===== config.mk =====
export PLATFORM = sky130hd
export DESIGN_NAME = sum_n_param
export DESIGN_NICKNAME = d
export VERILOG_FILES = /design/src/rtl/sum_n_param.sv
export SDC_FILE = /design/constraint.sdc
export NUM_CORES = 1
export LEC_CHECK = 0
export ABC_AREA = 1
export BUFFER_PORTS_ARGS = -buffer_cell sky130_fd_sc_hd__clkbuf_2
export CAP_MARGIN = 20
export CORE_MARGIN = 2
export CORE_UTILIZATION = 58
export CTS_CLUSTER_SIZE = 24
export DETAILED_ROUTE_END_ITERATION = 10
export HOLD_SLACK_MARGIN = 0.12
export PLACE_DENSITY = 0.83
export SETUP_SLACK_MARGIN = 0.15
export SLEW_MARGIN = 10
export SYNTH_ARGS = -nofsm -noshare
export SYNTH_HDL_FRONTEND = slang
export SYNTH_SLANG_ARGS = --single-unit

===== constraint.sdc =====
create_clock -name clk -period 2.56 [get_ports clk]
set_input_delay 0.64 -clock clk [delete_from_list [all_inputs] [get_ports clk]]
set_output_delay 0.64 -clock clk [all_outputs]
set_load 0.01 [all_outputs]

===== src/rtl/sum_n_param.sv =====
// sum_n_param: iterative series accumulator.
// Captures operand N through a valid/ready handshake. It then adds one term per
// clock: k in mode 0, or k*k in mode 1. The result is held under a valid/ack
// handshake. Overflow saturates the result to all-ones and sets a sticky flag.
//
// Optional feature macro: SUM_N_SQUARES_EN. When it is defined, the mode input
// is honoured and a multiplier forms k*k. When it is undefined, mode is ignored
// and the block always sums k.
//
// Ports:
//   clk          rising-edge clock
//   reset        asynchronous active-low reset
//   N            operand (unsigned, N_WIDTH bits)
//   N_valid_in   operand valid
//   N_ready      combinational: operand accepted this cycle when valid
//   mode         0 = sum of k, 1 = sum of k*k (sampled with N)
//   sum_ack      consumer acknowledges the result (DONE only)
//   sum_out      result register (SUM_WIDTH bits)
//   sum_valid    sum_out holds a completed result
//   sum_overflow the current result saturated
module sum_n_param #(
    parameter int unsigned N_WIDTH   = 3,
    parameter int unsigned SUM_WIDTH = 2 * N_WIDTH - 1
) (
    input  logic                 clk,
    input  logic                 reset,
    input  logic [N_WIDTH-1:0]   N,
    input  logic                 N_valid_in,
    output logic                 N_ready,
    input  logic                 mode,
    input  logic                 sum_ack,
    output logic [SUM_WIDTH-1:0] sum_out,
    output logic                 sum_valid,
    output logic                 sum_overflow
);

    localparam int unsigned TERM_W = 2 * N_WIDTH;
    // Width of the add, large enough that neither carry-out nor an oversized term is lost.
    localparam int unsigned EXT_W  = ((TERM_W > SUM_WIDTH) ? TERM_W : SUM_WIDTH) + 1;

    typedef enum logic [1:0] {
        S_IDLE  = 2'd0,
        S_ACCUM = 2'd1,
        S_DONE  = 2'd2
    } state_e;

    state_e                 state_q,   state_d;
    logic [N_WIDTH-1:0]     count_q,   count_d;
    logic [SUM_WIDTH-1:0]   acc_q,     acc_d;
    logic                   ovf_q,     ovf_d;
    logic [SUM_WIDTH-1:0]   sum_out_q, sum_out_d;
    logic                   valid_q,   valid_d;
    logic                   sum_ovf_q, sum_ovf_d;
    logic                   mode_q;

    logic                   capture_c;
    logic [TERM_W-1:0]      lin_term_c;
    logic [TERM_W-1:0]      sq_term_c;
    logic [TERM_W-1:0]      term_c;
    logic [EXT_W-1:0]       sum_ext_c;
    logic                   add_ovf_c;
    logic [SUM_WIDTH-1:0]   acc_next_c;
    logic                   ovf_next_c;

    assign lin_term_c = TERM_W'(count_q);

`ifdef SUM_N_SQUARES_EN
    logic mode_d;

    assign sq_term_c = TERM_W'(count_q) * TERM_W'(count_q);
    assign mode_d    = capture_c ? mode : mode_q;

    // Mode is latched with the operand and held for the whole accumulation.
    always_ff @(posedge clk or negedge reset) begin
        if (!reset) begin
            mode_q <= 1'b0;
        end else begin
            mode_q <= mode_d;
        end
    end
`else
    logic unused_mode;

    // Without the squares feature there is no multiplier and the mode is fixed at 0.
    assign unused_mode = mode;
    assign sq_term_c   = lin_term_c;
    assign mode_q      = 1'b0;
`endif

    assign term_c = mode_q ? sq_term_c : lin_term_c;

    // Any bit at or above SUM_WIDTH means the result no longer fits. This covers
    // both carry-out and a single term of 2^SUM_WIDTH or more.
    assign sum_ext_c  = EXT_W'(acc_q) + EXT_W'(term_c);
    assign add_ovf_c  = |sum_ext_c[EXT_W-1:SUM_WIDTH];
    assign ovf_next_c = ovf_q | add_ovf_c;
    assign acc_next_c = ovf_next_c ? {SUM_WIDTH{1'b1}} : sum_ext_c[SUM_WIDTH-1:0];

    assign N_ready   = (state_q == S_IDLE) | ((state_q == S_DONE) & sum_ack);
    assign capture_c = N_valid_in & N_ready;

    // Next-state and next-output logic.
    always_comb begin
        state_d   = state_q;
        count_d   = count_q;
        acc_d     = acc_q;
        ovf_d     = ovf_q;
        sum_out_d = sum_out_q;
        valid_d   = valid_q;
        sum_ovf_d = sum_ovf_q;

        case (state_q)
            S_IDLE: begin
                state_d = S_IDLE;
            end
            S_ACCUM: begin
                acc_d   = acc_next_c;
                ovf_d   = ovf_next_c;
                count_d = count_q - N_WIDTH'(1);
                // count of 0 or 1 means this is the final term.
                if (count_q <= N_WIDTH'(1)) begin
                    state_d   = S_DONE;
                    sum_out_d = acc_next_c;
                    sum_ovf_d = ovf_next_c;
                    valid_d   = 1'b1;
                end
            end
            S_DONE: begin
                if (sum_ack) begin
                    valid_d = 1'b0;
                    state_d = S_IDLE;
                end
            end
            default: begin
                state_d = S_IDLE;
            end
        endcase

        // A capture is only possible in IDLE, or in DONE with ack, so it cannot collide with ACCUM.
        if (capture_c) begin
            state_d = S_ACCUM;
            count_d = N;
            acc_d   = '0;
            ovf_d   = 1'b0;
        end
    end

    // State and output registers.
    always_ff @(posedge clk or negedge reset) begin
        if (!reset) begin
            state_q   <= S_IDLE;
            count_q   <= '0;
            acc_q     <= '0;
            ovf_q     <= 1'b0;
            sum_out_q <= '0;
            valid_q   <= 1'b0;
            sum_ovf_q <= 1'b0;
        end else begin
            state_q   <= state_d;
            count_q   <= count_d;
            acc_q     <= acc_d;
            ovf_q     <= ovf_d;
            sum_out_q <= sum_out_d;
            valid_q   <= valid_d;
            sum_ovf_q <= sum_ovf_d;
        end
    end

    assign sum_out      = sum_out_q;
    assign sum_valid    = valid_q;
    assign sum_overflow = sum_ovf_q;

endmodule


==> flow_metrics.env, run 1 <==
export IMPL_antenna_fix_cells=0
export IMPL_cts_max_level=1
export IMPL_worst_endpoint_required_ns=2.76
export IMPL_fillerInstances=118
export IMPL_maxSlewHeadroom_pct=70.1
export IMPL_comb_power_share_pct=52.7
export IMPL_finalHoldViolations=0
export IMPL_cts_hold_buf=0
export IMPL_drtPass1Iterations=4
export IMPL_worst_ep_arrival_time_ns=1.96
export IMPL_via_count_of_the_first_global_routing_pass=739
export IMPL_r2r_setup_slack_ns=0.80
export IMPL_netsw_w=0.000691
export IMPL_yosysSeqAreaShare_pct=45.9
export IMPL_cts_buffers_inserted=3
export IMPL_clockBufferDepth=2
export IMPL_dr_first_iter_drc_count=18
export IMPL_die_height_um=45.2
export IMPL_synth_cell_type_count=22
export IMPL_post_synth_instance_area_um2=982
export IMPL_post_cts_setup_buffer_count=0
export IMPL_boundaryPins=16
export IMPL_wire_length_of_the_first_global_routing_pass_mm=3.37
export IMPL_cap_violations=0
export IMPL_global_route_overflow_total=0
export IMPL_clock_latency_ns=0.30
export IMPL_synthesis_area_per_instance_um2=7.86
export IMPL_fin_skew_ns=0.00466
export IMPL_placedCellCount=155
export IMPL_final_ant_viol_nets=0
export IMPL_place_congestion=0.801
export IMPL_dp_hpwl_mm=1.41
export IMPL_clk_transition_reported_paths_ns=0.11
export IMPL_grt_max_degree=19
export IMPL_vdd_ir_drop_worst_v=0.000739
export IMPL_syn2layout_area_growth_pct=12.9
export IMPL_overall_power_w=0.00148
export IMPL_floorplan_initialDensity_pct=63.7
export IMPL_final_cell_area_um2=1110
export IMPL_netlist_instances=125
export IMPL_routed_via_density=5.07
export IMPL_die_area_um2=2040
export IMPL_cts_tree="yes"
export IMPL_clock_fmax_mhz=570
export IMPL_pin_slew_with_the_least_headroom_to_its_limit_ns=0.448
export IMPL_final_cells=159
export IMPL_dpl_cell_area_um2=1070
export IMPL_postSynthRegisterBits=18
export IMPL_criticalPathCategory="reg -> reg"
export IMPL_r2r_start="count_q[0]$_DFFE_PN0P_"
export IMPL_min_period_ns=1.76
export IMPL_nets_in_the_synthesized_netlist=139
export IMPL_p_leak_nw=0.656
export IMPL_timing_max_transition_violations_final=0
export IMPL_timing_final_crit_share_pct=68.6
export IMPL_design_final_nets=158
export IMPL_clock_sink_count=18
export IMPL_setup_viol_count_final=0
export IMPL_drc=0
export IMPL_critical_path_peak_fanout=5
export IMPL_placeableCoreArea_um2=1540
export IMPL_setup_total_negative_slack_ns=0
export IMPL_portBuffers=14
export IMPL_internal_power_w=0.000785
export IMPL_die_w_um=45.2
export IMPL_cts_repair_resize_count=0
export IMPL_clk_root_buffer_cell="sky130_fd_sc_hd__clkbuf_4"
export IMPL_route_vias_total=806
export IMPL_routed_wirelength_mm=2.03
export IMPL_outcome="complete, no violations"
export IMPL_drive_above_1_share_pct=17.5
export IMPL_antenna_violations_before_repair=0
export IMPL_track_usage_pct=24.1
export IMPL_hp_class="in -> async"
export IMPL_power_density_cell_area_nw_per_um2=1330
export IMPL_swShare_pct=46.8
export IMPL_grt_setup_unrepaired="no"
export IMPL_yosysWarnings=0
export IMPL_final_core_utilization_pct=71.9
export IMPL_startpoint_type="register"
export IMPL_share_seq_of_total_power_pct=34.9
export IMPL_r2r_end="acc_q[4]$_DFFE_PN0P_"
export IMPL_cp_end_kind="register"
export IMPL_reg2reg_depth=10
export IMPL_drt_wl_cell_um=12.7
export IMPL_clkPwrFrac_pct=12.3
export IMPL_placementRows=14
-- final cells by class --
cell class | instances | area [um2] | area share, %
flip-flops and latches | 18 | 450 | 40.6
well taps | 16 | 20.0 | 1.81
clock buffers | 4 | 36.3 | 3.27
multi-input cells | 85 | 442 | 39.8
inverters | 22 | 90.1 | 8.13
repair buffers | 14 | 70.1 | 6.32
-- layout by cell type, fill, tap and decap left out, types with 2 or more instances in the layout --
cell type	Yosys	layout
sky130_fd_sc_hd__o21ai_0	3	3
sky130_fd_sc_hd__nand2_1	56	56
sky130_fd_sc_hd__nor2_1	2	2
sky130_fd_sc_hd__nand3_1	5	5
sky130_fd_sc_hd__inv_1	19	19
sky130_fd_sc_hd__dfrtp_1	18	18
sky130_fd_sc_hd__o211ai_1	2	2
sky130_fd_sc_hd__ha_1	5	5
sky130_fd_sc_hd__clkbuf_2	0	14
sky130_fd_sc_hd__xnor2_1	2	2
sky130_fd_sc_hd__clkbuf_4	0	3
-- sequential cells by signal, indices dropped and copies added, names as in the netlist --
name / count
ovf_q: 1
sum_overflow: 1
count_q: 3
state_q: 2
acc_q: 5
sum_valid: 1
sum_out: 5
-- per-stage QoR --
| step | hold WS, ns | setup WS [ns] |
|---|---|---|
| final | 0.255 | 0.805 |
| after global routing | 0.280 | 0.698 |
| after CTS | 0.268 | 0.821 |
| after detailed placement | 0.466 | 0.868 |
| after global placement | 0.462 | 0.911 |
| after floorplan | 0.344 | 1.01 |
-- layer usage --
| layer | vias up | share of wire (%) | global-route usage (%) |
|---|---|---|---|
| met2 | 21 | 48 | 37.4 |
| li1 | 417 | - | - |
| met3 | 7 | 4.1 | 6.40 |
| met4 | 0 | 2.9 | 12.4 |
| met5 | - | 0 | 0 |
| met1 | 361 | 45 | 30.8 |
-- synthesized netlist by cell type --
cell,count,share of area [%]
sky130_fd_sc_hd__a31oi_1,1,0.64
sky130_fd_sc_hd__clkinv_4,1,0.89
sky130_fd_sc_hd__ha_1,5,6.4
sky130_fd_sc_hd__o21ai_1,1,0.51
sky130_fd_sc_hd__o21bai_1,1,0.76
sky130_fd_sc_hd__nor3_1,1,0.51
sky130_fd_sc_hd__nand3_4,1,1.8
sky130_fd_sc_hd__nand2_2,1,0.64
sky130_fd_sc_hd__nor2_1,2,0.76
sky130_fd_sc_hd__a21oi_1,1,0.51
sky130_fd_sc_hd__nand3_1,5,2.5
sky130_fd_sc_hd__inv_4,1,0.64
sky130_fd_sc_hd__inv_1,19,7.3
sky130_fd_sc_hd__o21ai_0,3,1.5
sky130_fd_sc_hd__dfrtp_1,18,46
sky130_fd_sc_hd__or2_2,1,0.64
sky130_fd_sc_hd__inv_2,1,0.38
sky130_fd_sc_hd__o211ai_1,2,1.5
sky130_fd_sc_hd__nand2_1,56,21
sky130_fd_sc_hd__xnor2_1,2,1.8
sky130_fd_sc_hd__nand3_2,1,1.0
sky130_fd_sc_hd__fa_1,1,2.0
-- worst max-delay path: stages, from the launching register on --
cell	delay [ns]
sky130_fd_sc_hd__dfrtp_1	0.44
sky130_fd_sc_hd__ha_1	0.26
sky130_fd_sc_hd__fa_1	0.42
sky130_fd_sc_hd__nand3_1	0.13
sky130_fd_sc_hd__nand2_1	0.06
sky130_fd_sc_hd__nand2_1	0.05
sky130_fd_sc_hd__nand2_1	0.04
sky130_fd_sc_hd__inv_1	0.04
sky130_fd_sc_hd__nand2_1	0.07
sky130_fd_sc_hd__nand2_1	0.08
sky130_fd_sc_hd__nand2_1	0.05
-- power by group through the flow --
| stage | logic [W] | clock network (W) | registers [W] |
|---|---|---|---|
| floorplan | 0.000555 | 0 | 0.000512 |
| global placement | 0.000717 | 0 | 0.000505 |
| detailed placement | 0.000756 | 0 | 0.000514 |
| CTS | 0.000778 | 0.000183 | 0.000515 |
| global route | 0.000890 | 0.000197 | 0.000529 |
| finish | 0.000778 | 0.000182 | 0.000516 |
-- worst max path at each step --
| stage | cells after the start | end | slack, ns | start |
|---|---|---|---|---|
| 6_report | 10 | acc_q[4]$_DFFE_PN0P_ | 0.80 | count_q[0]$_DFFE_PN0P_ |
| 5_1_grt | 10 | sum_out[4]$_DFFE_PN0P_ | 0.70 | count_q[0]$_DFFE_PN0P_ |
| 4_1_cts | 10 | acc_q[4]$_DFFE_PN0P_ | 0.82 | count_q[0]$_DFFE_PN0P_ |
| 3_5_place_dp | 10 | acc_q[4]$_DFFE_PN0P_ | 0.87 | count_q[0]$_DFFE_PN0P_ |
| 3_3_place_gp | 4 | N_ready | 0.91 | sum_ack |
| 2_1_floorplan | 10 | sum_out[4]$_DFFE_PN0P_ | 1.01 | count_q[0]$_DFFE_PN0P_ |
-- logic make-up (layout without fill, tap and decap cells) --
family	Yosys count	after routing	synth area share [%]
AO/OA/AOI/OAI	9	9	5.48
XOR/XNOR	2	2	1.78
adder cells (fa/ha/maj)	6	6	8.41
buffers and inverters	22	40	9.17
flip-flops	18	18	45.9
AND/OR/NAND/NOR	68	68	29.3
(Power assumes the default switching activity.)
==> run 2: changes to the inputs <==
--- a/config.mk
+++ b/config.mk
@@ -9,11 +9,11 @@
 export BUFFER_PORTS_ARGS = -buffer_cell sky130_fd_sc_hd__clkbuf_2
 export CAP_MARGIN = 20
 export CORE_MARGIN = 2
-export CORE_UTILIZATION = 58
+export CORE_UTILIZATION = 54
 export CTS_CLUSTER_SIZE = 24
 export DETAILED_ROUTE_END_ITERATION = 10
 export HOLD_SLACK_MARGIN = 0.12
-export PLACE_DENSITY = 0.83
+export PLACE_DENSITY = 0.78
 export SETUP_SLACK_MARGIN = 0.15
 export SLEW_MARGIN = 10
 export SYNTH_ARGS = -nofsm -noshare
==> constraint.sdc (replaced) <==
create_clock -name clk -period 1.65 [get_ports clk]
set_input_delay 0.4125 -clock clk [delete_from_list [all_inputs] [get_ports clk]]
set_output_delay 0.4125 -clock clk [all_outputs]
set_load 0.01 [all_outputs]
==> run 2 against run 1 <==
Compared with the run above:
- die area increased by 6.8%
- core utilization decreased by 1.9 points
- wire length decreased by 4.2%
- critical endpoint is now acc_q[2]$_DFFE_PN0P_
- critical path depth decreased by 3
==> flow_metrics.env, run 2 (synthesis gave the netlist of run 1 again) <==
export IMPL_worst_ep_arrival_time_ns=1.71
export IMPL_fin_hold_ws_ns=0.360
export IMPL_finalHoldViolations=0
export IMPL_hp_class="in -> reg"
export IMPL_power_density_cell_area_nw_per_um2=1980
export IMPL_cts_max_level=1
export IMPL_cp_end_kind="register"
export IMPL_routed_wirelength_mm=1.94
export IMPL_cts_buffers_inserted=3
export IMPL_comb_power_share_pct=57.7
export IMPL_placementRows=15
export IMPL_share_seq_of_total_power_pct=33.4
export IMPL_place_congestion=0.832
export IMPL_internal_power_w=0.00129
export IMPL_clk_root_buffer_cell="sky130_fd_sc_hd__clkbuf_4"
export IMPL_critical_path_peak_fanout=2
export IMPL_die_w_um=46.7
export IMPL_routed_via_density=4.78
export IMPL_dpl_cell_area_um2=1090
export IMPL_grt_setup_unrepaired="yes"
export IMPL_criticalPathCategory="reg -> reg"
export IMPL_portBuffers=14
export IMPL_worst_endpoint_required_ns=1.83
export IMPL_track_usage_pct=20.9
export IMPL_via_count_of_the_first_global_routing_pass=729
export IMPL_grt_max_degree=19
export IMPL_outcome="complete, no violations"
export IMPL_final_cell_area_um2=1210
export IMPL_clk_transition_reported_paths_ns=0.10
export IMPL_vdd_ir_drop_worst_v=0.00108
export IMPL_die_area_um2=2180
export IMPL_pin_slew_with_the_least_headroom_to_its_limit_ns=0.449
export IMPL_dr_first_iter_drc_count=24
export IMPL_mostFrequentLayoutCell="sky130_fd_sc_hd__nand2_1"
export IMPL_boundaryPins=16
export IMPL_startpoint_type="register"
export IMPL_netsw_w=0.00110
export IMPL_overall_power_w=0.00239
export IMPL_cap_violations=0
export IMPL_clockBufferDepth=2
export IMPL_final_ant_viol_nets=0
export IMPL_setup_total_negative_slack_ns=0
export IMPL_route_vias_total=832
export IMPL_timing_final_crit_share_pct=92.6
export IMPL_min_period_ns=1.53
export IMPL_drt_wl_cell_um=11.1
export IMPL_maxSlewHeadroom_pct=70.0
export IMPL_die_height_um=46.7
export IMPL_timing_max_transition_violations_final=0
export IMPL_syn2layout_area_growth_pct=23.1
export IMPL_floorplan_initialDensity_pct=56.9
export IMPL_clock_sink_count=18
export IMPL_antenna_violations_before_repair=0
export IMPL_cts_tree="yes"
export IMPL_antenna_fix_cells=0
export IMPL_drtPass1Iterations=4
export IMPL_clock_latency_ns=0.28
export IMPL_fin_skew_ns=0.00358
export IMPL_design_final_nets=165
export IMPL_wire_length_of_the_first_global_routing_pass_mm=3.12
export IMPL_clkPwrFrac_pct=8.9
export IMPL_top_library_cells_by_usage_in_the_layout_fill_and_taps_aside="sky130_fd_sc_hd__nand2_1 (54), sky130_fd_sc_hd__inv_1 (18), sky130_fd_sc_hd__dfrtp_1 (16)"
export IMPL_drc=0
export IMPL_dp_hpwl_mm=1.30
export IMPL_clock_fmax_mhz=654
export IMPL_drive_above_1_share_pct=27.5
export IMPL_global_route_overflow_total=0
export IMPL_setup_viol_count_final=0
export IMPL_p_leak_nw=0.676
export IMPL_placeableCoreArea_um2=1730
export IMPL_swShare_pct=45.9
## run 2: cell types whose count changed in the layout (fill, tap and decap cells not counted), moves of 2 or more
cell	before	now
sky130_fd_sc_hd__buf_4	0	6
sky130_fd_sc_hd__dfrtp_1	18	16
sky130_fd_sc_hd__ha_1	5	2
sky130_fd_sc_hd__nand2_1	56	54
sky130_fd_sc_hd__ha_4	0	2
sky130_fd_sc_hd__dfrtp_2	0	2
sky130_fd_sc_hd__nand2_2	1	3
sky130_fd_sc_hd__nand3_1	5	3
sky130_fd_sc_hd__nand3_2	1	3
## run 2: area by class of cell
class | instances | area, um2
timing repair buffer | 21 | 125
sequential | 18 | 453
clock buffer | 3 | 22.5
inverter | 22 | 90.1
fill | 144 | 518
tap | 25 | 31.3
multi-input combinational | 85 | 487
## run 2: stage by stage
step / setup WS (ns) / cells / utilization [%]
after floorplan: 0.178 / 125 / -
after global placement: 0.0910 / 164 / 63.0
after detailed placement: 0.0550 / 164 / 63.0
after CTS: 0.141 / 170 / 66.8
after global routing: 0.0195 / 174 / 70.0
final: 0.122 / 174 / 70.0
## run 2: metal layers
| layer | vias to the layer above | global-route usage (%) | part of all wire, % |
|---|---|---|---|
| li1 | 429 | - | - |
| met1 | 384 | 26.3 | 47 |
| met2 | 15 | 33.3 | 48 |
| met3 | 4 | 4.31 | 2.7 |
| met4 | 0 | 11.1 | 1.8 |
| met5 | - | 0 | 0 |
## run 2: worst paths after layout
kind / start / endpoint / slack [ns] / cells past startpoint
max in group asynchronous: reset / count_q[1]$_DFFE_PN0P_ / 0.72 / 2
worst min register to register: sum_out[3]$_DFFE_PN0P_ / sum_out[3]$_DFFE_PN0P_ / 0.48 / 2
min in group asynchronous: reset / sum_valid$_DFFE_PN0P_ / 0.60 / 2
worst min-delay path: N[2] / count_q[2]$_DFFE_PN0P_ / 0.36 / 3
worst max register to register: acc_q[0]$_DFFE_PN0P_ / acc_q[2]$_DFFE_PN0P_ / 0.12 / 7
worst max-delay path: acc_q[0]$_DFFE_PN0P_ / acc_q[2]$_DFFE_PN0P_ / 0.12 / 7
## run 2: critical path, cell delays in order, from the launching register on
cell	delay [ns]
sky130_fd_sc_hd__dfrtp_1	0.39
sky130_fd_sc_hd__ha_2	0.20
sky130_fd_sc_hd__fa_2	0.37
sky130_fd_sc_hd__buf_4	0.14
sky130_fd_sc_hd__xnor2_1	0.12
sky130_fd_sc_hd__nand2_1	0.10
sky130_fd_sc_hd__nand2_1	0.06
sky130_fd_sc_hd__nand2_1	0.05
## run 2: power by group through the flow
stage | Combinational, W | Clock (W) | Sequential (W)
finish | 0.00138 | 0.000213 | 0.000797
global route | 0.00156 | 0.000239 | 0.000828
CTS | 0.00125 | 0.000218 | 0.000788
detailed placement | 0.00116 | 0 | 0.000792
global placement | 0.00112 | 0 | 0.000787
floorplan | 0.000867 | 0 | 0.000798
## run 2: what timing repair did
| action | in CTS | in global routing |
|---|---|---|
| setup endpoints to repair | 10 | 11 |
| hold endpoints to repair | 18 | 0 |
| buffers inserted | 2 | 4 |
| pin swaps | 0 | 4 |
| resized for setup | 3 | 6 |
| hold buffers | 1 | 0 |
==> run 3: changes to the inputs <==
==> constraint.sdc (replaced) <==
create_clock -name clk -period 1.72 [get_ports clk]
set_input_delay 0.43 -clock clk [delete_from_list [all_inputs] [get_ports clk]]
set_output_delay 0.43 -clock clk [all_outputs]
set_load 0.01 [all_outputs]
==> run 3 against run 2 <==
Compared with the run above:
- wire length rose by 6.5%
- sequential power fell by 3.1%
- die area did not move
- non-clock buffer count did not move
- clock power rose by 21%
- setup slack improved by 0.012 ns
- global-route usage fell by 0.68 points
- core utilization rose by 1.5 points
- cell count rose by 1.1%
- sequential share of layout area fell by 0.90 points
- register-to-register slack barely moved
- highest routed layer unchanged
==> flow_metrics.env, run 3 (synthesis gave the netlist of run 1 again) <==
export IMPL_drt_wl_cell_um=11.7
export IMPL_routed_wirelength_mm=2.07
export IMPL_drc=0
export IMPL_cp_slowest_stage_delay_ns=0.40
export IMPL_place_congestion=0.809
export IMPL_cpMostUsedCell="sky130_fd_sc_hd__nand2_1"
export IMPL_clock_fmax_mhz=630
export IMPL_cts_max_level=1
export IMPL_final_cell_area_um2=1230
export IMPL_clock_sink_count=18
export IMPL_cap_violations=0
export IMPL_boundaryPins=16
export IMPL_routed_via_density=4.96
export IMPL_antenna_fix_cells=0
export IMPL_swShare_pct=45.8
export IMPL_p_leak_nw=0.689
export IMPL_die_height_um=46.7
export IMPL_internal_power_w=0.00131
export IMPL_via_count_of_the_first_global_routing_pass=756
export IMPL_timing_critical_path_slowest_stage_cell="sky130_fd_sc_hd__dfrtp_1"
export IMPL_drtPass1Iterations=4
export IMPL_finalHoldViolations=0
export IMPL_placedCellCount=165
export IMPL_fin_skew_ns=0.00635
export IMPL_clk_transition_reported_paths_ns=0.10
export IMPL_track_usage_pct=20.2
export IMPL_cts_buffers_inserted=3
export IMPL_placeableCoreArea_um2=1730
export IMPL_setup_total_negative_slack_ns=0
export IMPL_top_library_cells_by_usage_in_the_layout_fill_and_taps_aside="sky130_fd_sc_hd__nand2_1 (55), sky130_fd_sc_hd__inv_1 (18), sky130_fd_sc_hd__dfrtp_1 (17)"
export IMPL_fin_hold_ws_ns=0.368
export IMPL_clock_latency_ns=0.29
export IMPL_design_final_nets=166
export IMPL_clockBufferDepth=2
export IMPL_outcome="complete, no violations"
export IMPL_floorplan_initialDensity_pct=56.9
export IMPL_route_vias_total=873
export IMPL_critical_path_buf_inv_count=1
export IMPL_worst_endpoint_required_ns=1.91
export IMPL_startpoint_type="register"
export IMPL_dp_hpwl_mm=1.36
export IMPL_timing_final_crit_share_pct=92.2
export IMPL_criticalPathCategory="reg -> reg"
export IMPL_comb_power_share_pct=57.5
export IMPL_antenna_violations_before_repair=0
export IMPL_vdd_ir_drop_worst_v=0.00129
export IMPL_timing_max_transition_violations_final=0
export IMPL_wire_length_of_the_first_global_routing_pass_mm=3.13
export IMPL_critical_path_peak_fanout=2
export IMPL_grt_max_degree=19
export IMPL_drive_above_1_share_pct=27.2
export IMPL_clk_root_buffer_cell="sky130_fd_sc_hd__clkbuf_4"
export IMPL_mostFrequentLayoutCell="sky130_fd_sc_hd__nand2_1"
export IMPL_portBuffers=14
export IMPL_placementRows=15
export IMPL_critical_path_cell_chain="ha_2, fa_2, buf_4, xnor2_1, nand2_1, nand2_1, nand2_1"
export IMPL_dpl_worst_slack_ns=0.0799
export IMPL_clkPwrFrac_pct=10.7
export IMPL_setup_viol_count_final=0
export IMPL_timing_critical_path_max_delay_family="adder cells"
export IMPL_final_ant_viol_nets=0
export IMPL_final_cells=176
export IMPL_pin_slew_with_the_least_headroom_to_its_limit_ns=0.445
export IMPL_min_period_ns=1.59
export IMPL_maxSlewHeadroom_pct=70.3
export IMPL_hp_class="in -> reg"
export IMPL_dr_first_iter_drc_count=16
export IMPL_dpl_cell_area_um2=1090
export IMPL_power_density_cell_area_nw_per_um2=1960
export IMPL_grt_setup_unrepaired="yes"
export IMPL_die_area_um2=2180
export IMPL_cts_tree="yes"
export IMPL_worst_ep_arrival_time_ns=1.77
export IMPL_share_seq_of_total_power_pct=31.9
export IMPL_cp_end_kind="register"
export IMPL_postLayoutSetupSlackWorst_ns=0.133
export IMPL_syn2layout_area_growth_pct=25.7
export IMPL_global_route_overflow_total=0
export IMPL_die_w_um=46.7
export IMPL_netsw_w=0.00111
-- run 3: layout make-up --
class | count | area (um2)
Clock buffer | 4 | 36.3
Sequential cell | 18 | 452
Timing Repair Buffer | 21 | 125
Multi-Input combinational cell | 86 | 500
Inverter | 22 | 90.1
Tap cell | 25 | 31.3
Fill cell | 142 | 492
-- run 3: metrics by stage --
stage	power, W	utilization (%)
floorplan	0.00159	-
global placement	0.00184	63.2
detailed placement	0.00190	63.2
CTS	0.00217	66.2
global route	0.00265	71.5
finish	0.00242	71.5
-- run 3: routing by layer --
metal  wire, um  GRT usage [%]  vias up
met4         44           7.22        0
met1        926           26.9      406
li1           -              -      437
met3         72           2.35        6
met2       1020           33.6       24
met5          0              0        -
-- run 3: power by group through the flow --
stage	combinational, W	sequential, W	clock, W
after detailed placement	0.00115	0.000748	0
final	0.00139	0.000772	0.000258
after CTS	0.00116	0.000743	0.000263
after floorplan	0.000827	0.000763	0
after global placement	0.00110	0.000743	0
after global routing	0.00158	0.000797	0.000278
-- run 3: worst min-delay path: cells and delay by family --
kind,cells,cell delay [ns]
compound gates,1,0.08
simple gates,1,0.04
buf+inv,1,0.07
-- run 3: worst paths after layout --
path | slack [ns] | end | depth (start not counted) | startpoint
max reg2reg | 0.13 | acc_q[2]$_DFFE_PN0P_ | 7 | acc_q[0]$_DFFE_PN0P_
max in group asynchronous | 0.78 | count_q[1]$_DFFE_PN0P_ | 2 | reset
max | 0.13 | acc_q[2]$_DFFE_PN0P_ | 7 | acc_q[0]$_DFFE_PN0P_
min reg2reg | 0.48 | sum_out[1]$_DFFE_PN0P_ | 2 | sum_out[1]$_DFFE_PN0P_
min in group asynchronous | 0.60 | sum_valid$_DFFE_PN0P_ | 2 | reset
min | 0.37 | count_q[2]$_DFFE_PN0P_ | 3 | N[2]
-- run 3: repair_timing --
action / 4_1_cts / 5_1_grt
setup buffers: 0 / 5
endpoints found under the hold margin: 18 / 0
setup endpoints to repair: 7 / 10
pin swaps: 0 / 5
hold buffers: 1 / 0
gates resized for setup: 3 / 7
cloned: 0 / 1
